===== src/rtl/if_stage_pkg.sv =====
// rtl/if_stage_pkg.sv - shared types and constants for the instruction-fetch stage
package if_stage_pkg;

    localparam int INST_W = 32;
    localparam int ADDR_W = 64;

    localparam logic [ADDR_W-1:0] RESET_PC_DEF = 64'h0000_0000_8000_0000;
    localparam logic [INST_W-1:0] NOP_INST     = 32'h0000_0013;

`ifdef IF_MISALIGN_CHECK_EN
    localparam int ENTRY_W = INST_W + ADDR_W + 1;
`else
    localparam int ENTRY_W = INST_W + ADDR_W;
`endif

    typedef enum logic [1:0] {
        IF_IDLE = 2'd0,
        IF_REQ  = 2'd1,
        IF_WAIT = 2'd2
    } if_state_e;

    function automatic logic [ADDR_W-1:0] align_pc(input logic [ADDR_W-1:0] pc);
        return pc & ~64'h3;
    endfunction

endpackage


===== src/rtl/if_stage_if.sv =====
// rtl/if_stage_if.sv - instruction memory request/response channel
interface if_stage_if;
    import if_stage_pkg::*;

    logic              imem_req_valid;
    logic              imem_req_ready;
    logic [ADDR_W-1:0] imem_req_addr;
    logic              imem_rsp_valid;
    logic [INST_W-1:0] imem_rsp_data;

    modport master (
        output imem_req_valid,
        output imem_req_addr,
        input  imem_req_ready,
        input  imem_rsp_valid,
        input  imem_rsp_data
    );

    modport slave (
        input  imem_req_valid,
        input  imem_req_addr,
        output imem_req_ready,
        output imem_rsp_valid,
        output imem_rsp_data
    );

endinterface


===== src/rtl/if_inst_fifo.sv =====
// rtl/if_inst_fifo.sv - registered instruction buffer with clear, simultaneous push/pop
module if_inst_fifo #(
    parameter int DEPTH = 2,
    parameter int WIDTH = 96,
    localparam int PW = $clog2(DEPTH)
) (
    input  logic             clock,
    input  logic             reset,
    input  logic             clear_i,
    input  logic             push_i,
    input  logic [WIDTH-1:0] push_data_i,
    input  logic             pop_i,
    output logic [WIDTH-1:0] head_o,
    output logic [PW:0]      count_o,
    output logic             full_o,
    output logic             empty_o
);

    logic [WIDTH-1:0] mem_q [DEPTH];
    logic [PW-1:0]    rd_q, wr_q;
    logic [PW:0]      count_q;
    logic             do_push, do_pop;

    assign full_o  = (count_q == (PW+1)'(DEPTH));
    assign empty_o = (count_q == '0);
    assign count_o = count_q;
    assign head_o  = mem_q[rd_q];

    // A full FIFO still accepts a push when the head leaves in the same cycle.
    assign do_push = push_i & (~full_o | pop_i);
    assign do_pop  = pop_i & ~empty_o;

    always_ff @(posedge clock) begin
        if (!reset) begin
            rd_q    <= '0;
            wr_q    <= '0;
            count_q <= '0;
            for (int i = 0; i < DEPTH; i++) begin
                mem_q[i] <= '0;
            end
        end else if (clear_i) begin
            rd_q    <= '0;
            wr_q    <= '0;
            count_q <= '0;
        end else begin
            if (do_push) begin
                mem_q[wr_q] <= push_data_i;
                wr_q        <= wr_q + 1'b1;
            end
            if (do_pop) begin
                rd_q <= rd_q + 1'b1;
            end
            count_q <= count_q + (PW+1)'(do_push) - (PW+1)'(do_pop);
        end
    end

endmodule


===== src/rtl/if_stage.sv =====
// rtl/if_stage.sv - fetch stage top: PC, imem requests, instruction FIFO; IF_MISALIGN_CHECK_EN adds misalign trap entry
module if_stage
    import if_stage_pkg::*;
#(
    parameter logic [ADDR_W-1:0] RESET_PC   = RESET_PC_DEF,
    parameter int                FIFO_DEPTH = 2
) (
    input  logic              clock,
    input  logic              reset,
    if_stage_if.master        imem,
    input  logic              redirect_valid,
    input  logic [ADDR_W-1:0] redirect_pc,
    output logic              inst_valid,
    input  logic              inst_ready,
    output logic [INST_W-1:0] inst,
    output logic [ADDR_W-1:0] inst_pc
`ifdef IF_MISALIGN_CHECK_EN
    ,
    output logic              inst_misalign
`endif
);

    localparam int PW = $clog2(FIFO_DEPTH);

    if_state_e         state_q, state_d;
    logic [ADDR_W-1:0] pc_q, pc_d;
    logic [ADDR_W-1:0] pc_inflight_q, pc_inflight_d;
    logic [ADDR_W-1:0] hold_addr_q, hold_addr_d;
    logic              outstanding_q, outstanding_d;
    logic              drop_q, drop_d;
    logic              hold_q, hold_d;
    logic              stale_q, stale_d;

    logic              halt;
    logic              push_nop;
    logic [ADDR_W-1:0] redirect_load;

    logic              fifo_push, fifo_pop, fifo_full, fifo_empty;
    logic [PW:0]       fifo_count;
    logic [ENTRY_W-1:0] fifo_wdata, fifo_head;
    logic [PW+1:0]     used;
    logic              credit_ok, req_valid, accept, rsp_take;
    logic [ADDR_W-1:0] req_addr;

`ifdef IF_MISALIGN_CHECK_EN
    logic halt_q, halt_d, nop_q, nop_d;
    logic redirect_mis;

    assign redirect_mis  = (redirect_pc[1:0] != 2'b00);
    assign halt          = halt_q;
    assign push_nop      = nop_q & ~redirect_valid;
    assign redirect_load = redirect_pc;
    assign fifo_wdata    = push_nop ? {1'b1, NOP_INST, pc_q}
                                    : {1'b0, imem.imem_rsp_data, pc_inflight_q};
    assign inst_misalign = fifo_head[ENTRY_W-1];
`else
    assign halt          = 1'b0;
    assign push_nop      = 1'b0;
    assign redirect_load = align_pc(redirect_pc);
    assign fifo_wdata    = {imem.imem_rsp_data, pc_inflight_q};
`endif

    // Credits cover buffered entries plus the response still in flight.
    assign used      = {1'b0, fifo_count} + {{(PW+1){1'b0}}, outstanding_q};
    assign credit_ok = ~fifo_full & (used < (PW+2)'(FIFO_DEPTH));

    // A presented request is held until accepted, even after a redirect.
    assign req_addr  = hold_q ? hold_addr_q : pc_q;
    assign req_valid = (state_q == IF_REQ) & (hold_q | (credit_ok & ~halt));
    assign accept    = req_valid & imem.imem_req_ready;
    assign rsp_take  = (state_q == IF_WAIT) & imem.imem_rsp_valid;

    assign imem.imem_req_valid = req_valid;
    assign imem.imem_req_addr  = req_addr;

    assign fifo_push  = (rsp_take & ~drop_q & ~redirect_valid) | push_nop;
    assign fifo_pop   = inst_valid & inst_ready;
    assign inst_valid = ~fifo_empty;
    assign inst       = fifo_head[INST_W+ADDR_W-1:ADDR_W];
    assign inst_pc    = fifo_head[ADDR_W-1:0];

    if_inst_fifo #(
        .DEPTH (FIFO_DEPTH),
        .WIDTH (ENTRY_W)
    ) u_fifo (
        .clock       (clock),
        .reset       (reset),
        .clear_i     (redirect_valid),
        .push_i      (fifo_push),
        .push_data_i (fifo_wdata),
        .pop_i       (fifo_pop),
        .head_o      (fifo_head),
        .count_o     (fifo_count),
        .full_o      (fifo_full),
        .empty_o     (fifo_empty)
    );

    always_comb begin
        state_d       = state_q;
        pc_d          = pc_q;
        pc_inflight_d = pc_inflight_q;
        hold_addr_d   = hold_addr_q;
        outstanding_d = outstanding_q;
        drop_d        = drop_q;
        hold_d        = hold_q;
        stale_d       = stale_q;
`ifdef IF_MISALIGN_CHECK_EN
        halt_d        = halt_q;
        nop_d         = 1'b0;
`endif

        // A stray response with nothing outstanding is the one reset orphaned.
        if (imem.imem_rsp_valid && !outstanding_q) begin
            drop_d = 1'b0;
        end

        case (state_q)
            IF_IDLE: state_d = IF_REQ;
            IF_REQ: begin
                if (accept) begin
                    outstanding_d = 1'b1;
                    pc_inflight_d = req_addr;
                    drop_d        = drop_q | stale_q;
                    hold_d        = 1'b0;
                    stale_d       = 1'b0;
                    if (!stale_q) begin
                        pc_d = pc_q + 64'd4;
                    end
                    state_d = IF_WAIT;
                end else if (req_valid) begin
                    hold_d      = 1'b1;
                    hold_addr_d = req_addr;
                end
            end
            IF_WAIT: begin
                if (imem.imem_rsp_valid) begin
                    outstanding_d = 1'b0;
                    drop_d        = 1'b0;
                    state_d       = IF_REQ;
                end
            end
            default: state_d = IF_IDLE;
        endcase

        if (redirect_valid) begin
            pc_d = redirect_load;
            if ((outstanding_q && !rsp_take) || accept) begin
                drop_d = 1'b1;
            end
            if (hold_d) begin
                stale_d = 1'b1;
            end
`ifdef IF_MISALIGN_CHECK_EN
            halt_d = redirect_mis;
            nop_d  = redirect_mis;
`endif
        end
    end

    always_ff @(posedge clock) begin
        if (!reset) begin
            state_q       <= IF_IDLE;
            pc_q          <= RESET_PC;
            pc_inflight_q <= '0;
            hold_addr_q   <= '0;
            outstanding_q <= 1'b0;
            drop_q        <= outstanding_q;
            hold_q        <= 1'b0;
            stale_q       <= 1'b0;
`ifdef IF_MISALIGN_CHECK_EN
            halt_q        <= 1'b0;
            nop_q         <= 1'b0;
`endif
        end else begin
            state_q       <= state_d;
            pc_q          <= pc_d;
            pc_inflight_q <= pc_inflight_d;
            hold_addr_q   <= hold_addr_d;
            outstanding_q <= outstanding_d;
            drop_q        <= drop_d;
            hold_q        <= hold_d;
            stale_q       <= stale_d;
`ifdef IF_MISALIGN_CHECK_EN
            halt_q        <= halt_d;
            nop_q         <= nop_d;
`endif
        end
    end

endmodule


===== src/flat_wrapper.sv =====
// flat-port wrapper written by rule: the top's interface ports become plain ports
module if_stage_flat import if_stage_pkg::*;
#(
    parameter logic [ADDR_W-1:0] RESET_PC   = RESET_PC_DEF,
    parameter int                FIFO_DEPTH = 2
)
  (clock, reset, redirect_valid, redirect_pc, inst_valid, inst_ready, inst, inst_pc, imem_imem_req_valid, imem_imem_req_addr, imem_imem_req_ready, imem_imem_rsp_valid, imem_imem_rsp_data);
  if_stage_if imem_i ();
  input  logic clock;
  input  logic reset;
  input  logic redirect_valid;
  input  logic [ADDR_W-1:0] redirect_pc;
  output logic inst_valid;
  input  logic inst_ready;
  output logic [INST_W-1:0] inst;
  output logic [ADDR_W-1:0] inst_pc;
  output wire logic [$bits(imem_i.imem_req_valid)-1:0] imem_imem_req_valid;
  output wire logic [$bits(imem_i.imem_req_addr)-1:0] imem_imem_req_addr;
  input wire logic [$bits(imem_i.imem_req_ready)-1:0] imem_imem_req_ready;
  input wire logic [$bits(imem_i.imem_rsp_valid)-1:0] imem_imem_rsp_valid;
  input wire logic [$bits(imem_i.imem_rsp_data)-1:0] imem_imem_rsp_data;
  assign imem_imem_req_valid = imem_i.imem_req_valid;
  assign imem_imem_req_addr = imem_i.imem_req_addr;
  assign imem_i.imem_req_ready = imem_imem_req_ready;
  assign imem_i.imem_rsp_valid = imem_imem_rsp_valid;
  assign imem_i.imem_rsp_data = imem_imem_rsp_data;
  if_stage #(.RESET_PC(RESET_PC), .FIFO_DEPTH(FIFO_DEPTH)) u_core (.clock(clock), .reset(reset), .imem(imem_i), .redirect_valid(redirect_valid), .redirect_pc(redirect_pc), .inst_valid(inst_valid), .inst_ready(inst_ready), .inst(inst), .inst_pc(inst_pc));
endmodule

===== config.mk =====
export PLATFORM = sky130hd
export DESIGN_NAME = if_stage_flat
export DESIGN_NICKNAME = d
export VERILOG_FILES = /design/src/rtl/if_stage_pkg.sv /design/src/rtl/if_stage_if.sv /design/src/rtl/if_inst_fifo.sv /design/src/rtl/if_stage.sv /design/src/flat_wrapper.sv
export SDC_FILE = /design/constraint.sdc
export NUM_CORES = 1
export LEC_CHECK = 0
export CORE_ASPECT_RATIO = 0.9
export CORE_MARGIN = 4
export CORE_UTILIZATION = 45
export DETAILED_ROUTE_END_ITERATION = 12
export PLACE_DENSITY = 0.71
export SYNTH_ARGS = -nofsm -noshare
export SYNTH_HDL_FRONTEND = slang
export SYNTH_HIERARCHICAL = 1
export SYNTH_SLANG_ARGS = --single-unit

===== constraint.sdc =====
create_clock -name clock -period 9.4 [get_ports clock]
set_clock_uncertainty 0.2 [all_clocks]
set_input_delay 1.88 -clock clock [delete_from_list [all_inputs] [get_ports clock]]
set_output_delay 1.88 -clock clock [all_outputs]
set_load 0.05 [all_outputs]

==> flow_summary.toml <==
[cts]
clk_latency_ns = 0.53
clk_pin_slew_ns = 0.06
cts_tree = "built"
cts_hold_buf = 0
clockBufferDepth = 3
htree_levels = 2
numCtsBuffers = 43
cts_setup_buffers = 0
cts.sinks = 393
cts_root_buf = "clkbuf_16"
ctsResizeCount = 0

[layout]
nNetsFinal = 1927
final_common_cell = "clkdlybuf4s50_1"
mostFrequentLayoutCells = "260 x clkdlybuf4s50_1, 199 x dfxtp_1, 194 x and2_1"
final_util = 0.569
insertedDiodeCount = 0
fillCellCount = 3302
finalInstanceArea_sq_um = 21900
drive_gt1_frac = 0.106
syn_to_final_growth_pct = 24.8

[power_and_ir_drop]
power.density_nw_per_um2 = 217
switching_share = 0.300
p_leak_nw = 7.91
p_seq_frac = 0.448
p_sw_mw = 1.43
peakVddDrop_mv = 0.131
clockPowerShare = 0.349
intPower_mw = 3.33
combPwrFrac = 0.203
total_power_mw = 4.76

[timing]
finalCritPeriodShare = 0.577
setup_viol = 0
rsz0062_at_grt = "no"
finalSetupTns_ns = 0
report.final.slew_viol_count = 0
fmax_mhz = 184
holdWs_ns = 0.243
worst_slew_pin_slew_ns = 1.24
max_slew_margin = 0.172
finalCriticalPeriod_ns = 5.42
hold_violations = 0

[floorplan]
fp.dieArea_sq_um = 42200
die_x_um = 216
pin_count = 264
die_y_um = 195
core_area_sq_um = 38500
fp-row-count = 68
start_util = 0.456

[routing]
drt-pass1-iter-count = 6
remaining_drc_errors = 0
wl_um = 44900
vias_per_cell = 5.40
postRouteAntennaNets = 0
vias = 12800
post_drt_wl_per_cell_um = 18.9
drtIter0Drc = 956

[placement]
numPortBuffers = 261
gp_congestion = 0.872
place_area_sq_um = 20500
dp_hpwl_um = 30200

[global_route]
grt_pass1_wl_um = 69500
grt_pass1_vias = 12200
antenna_found_initial = 2
busiest_layer = "met2"
use_met1 = 0.298
track_usage = 0.203
use_met2 = 0.310
grtUsageMet3 = 0.0411
grt_max_degree = 110
grt.overflow.total = 0

[setup_path]
endpoint_kind = "output pin"
crit_fanout = 39
cp.arrival_ns = 3.34
rrSetupSlack_ns = 5.59
start_kind = "flop"
critPathKind = "reg -> out"
cp.required_ns = 7.32

[job]
maxCapViolations = 0

[logic_synthesis]
syn_inst = 1608
synth.distinct_cells = 59
synthArstFlopShare = 0
ys.flop_type = "dfxtp_1"
synth_warnings = 6
yosysSeqAreaShare = 0.558
syn_nets = 1718
synth_edf_count = 192
ys_ff_latch = 393
syn_area_sq_um = 17500
synth.avg_cell_area_sq_um = 10.9

[hold_path]
hp-class = "reg -> reg"

[outcome]
outcome = "complete, no violations"
## logic make-up after synthesis
logic type	count (synthesis)	synth area share
flops	393	0.558
xor+xnor	29	0.0145
mux	164	0.100
fa+ha+maj	8	0.00571
compound gates	293	0.112
simple gates	524	0.164
buf+inv	197	0.0452
## registers in the layout (all words and copies together) (netlist names), 2 cells and up, named ones only
| register | cells |
|---|---|
| u_core/u_fifo/count_o | 2 |
| u_core/state_q | 2 |
| u_core/pc_q | 62 |
| u_core/hold_addr_q | 64 |
| u_core/u_fifo/mem_q | 192 |
| u_core/pc_inflight_q | 64 |
## stage by stage
stage               setup slack, ns  std cells
floorplan                      1.82       1608
global placement               4.23       2297
detailed placement             4.20       2297
CTS                            4.01       2376
global route                   3.90       2376
finish                         3.98       2376
## critical path, stage by stage, from the launching register on
cell and delay [ns]:
dfxtp_4 0.74, buf_4 0.62, mux2i_1 0.57, inv_1 0.12
clkdlybuf4s50_1 0.73
## cell usage after synthesis (6+ instances only)
| master | number | share of area |
|---|---|---|
| nor3_1 | 10 | 0.0029 |
| nor2_1 | 156 | 0.033 |
| mux2_2 | 96 | 0.062 |
| inv_1 | 84 | 0.018 |
| or3_1 | 20 | 0.0071 |
| and3_1 | 9 | 0.0032 |
| nand2b_1 | 6 | 0.0021 |
| mux2i_1 | 68 | 0.039 |
| buf_2 | 9 | 0.0026 |
| xnor2_1 | 22 | 0.011 |
| o31ai_1 | 16 | 0.0068 |
| o21ai_1 | 8 | 0.0023 |
| a211oi_1 | 127 | 0.054 |
| nand3_1 | 29 | 0.0083 |
| edfxtp_1 | 192 | 0.33 |
| o211ai_1 | 8 | 0.0034 |
| a21oi_1 | 25 | 0.0071 |
| xor2_1 | 7 | 0.0035 |
| buf_1 | 11 | 0.0024 |
| and4_1 | 6 | 0.0030 |
| and2_1 | 194 | 0.069 |
| o21ai_0 | 58 | 0.017 |
| a31oi_1 | 28 | 0.010 |
| ha_1 | 8 | 0.0057 |
| nor4_1 | 11 | 0.0039 |
| dfxtp_1 | 201 | 0.23 |
| clkbuf_1 | 83 | 0.018 |
| nand4_1 | 18 | 0.0064 |
| nand2_1 | 30 | 0.0064 |
| or4_1 | 16 | 0.0068 |
## layer usage
| layer | up-vias | part of all wire |
|---|---|---|
| met4 | 4 | 0.025 |
| met1 | 6149 | 0.46 |
| met5 | - | 0.00047 |
| met2 | 410 | 0.44 |
| li1 | 6192 | - |
| met3 | 84 | 0.072 |
## final cells by class
cell class	count	area, sq um	share of cell area
sequential	393	9800	0.447
tap	525	657	0.0300
inverter	85	322	0.0147
clock inverter	14	124	0.00566
timing repair buffer	276	2720	0.124
clock buffer	65	1280	0.0585
multi-input combinational	1018	7000	0.319
## power groups by stage
stage                     combinational [mW]  clock (mW)  sequential (mW)
after floorplan                        0.693           0             2.11
after global placement                 0.942           0             2.15
after detailed placement               0.962           0             2.17
after CTS                              0.965        1.70             2.13
after global routing                    1.05        1.76             2.16
final                                  0.964        1.66             2.13
## worst paths after layout
| check | startpoint | to | depth (start not counted) |
|---|---|---|---|
| min | u_core/hold_addr_q[1] | u_core/hold_addr_q[1] | 1 |
| max | u_core/hold_q | imem_imem_req_addr[14] | 4 |
| min reg2reg | u_core/hold_addr_q[1] | u_core/hold_addr_q[1] | 1 |
| max reg2reg | u_core/u_fifo/count_o[0] | u_core/hold_addr_q[27] | 8 |
(Power assumes the default switching activity.)
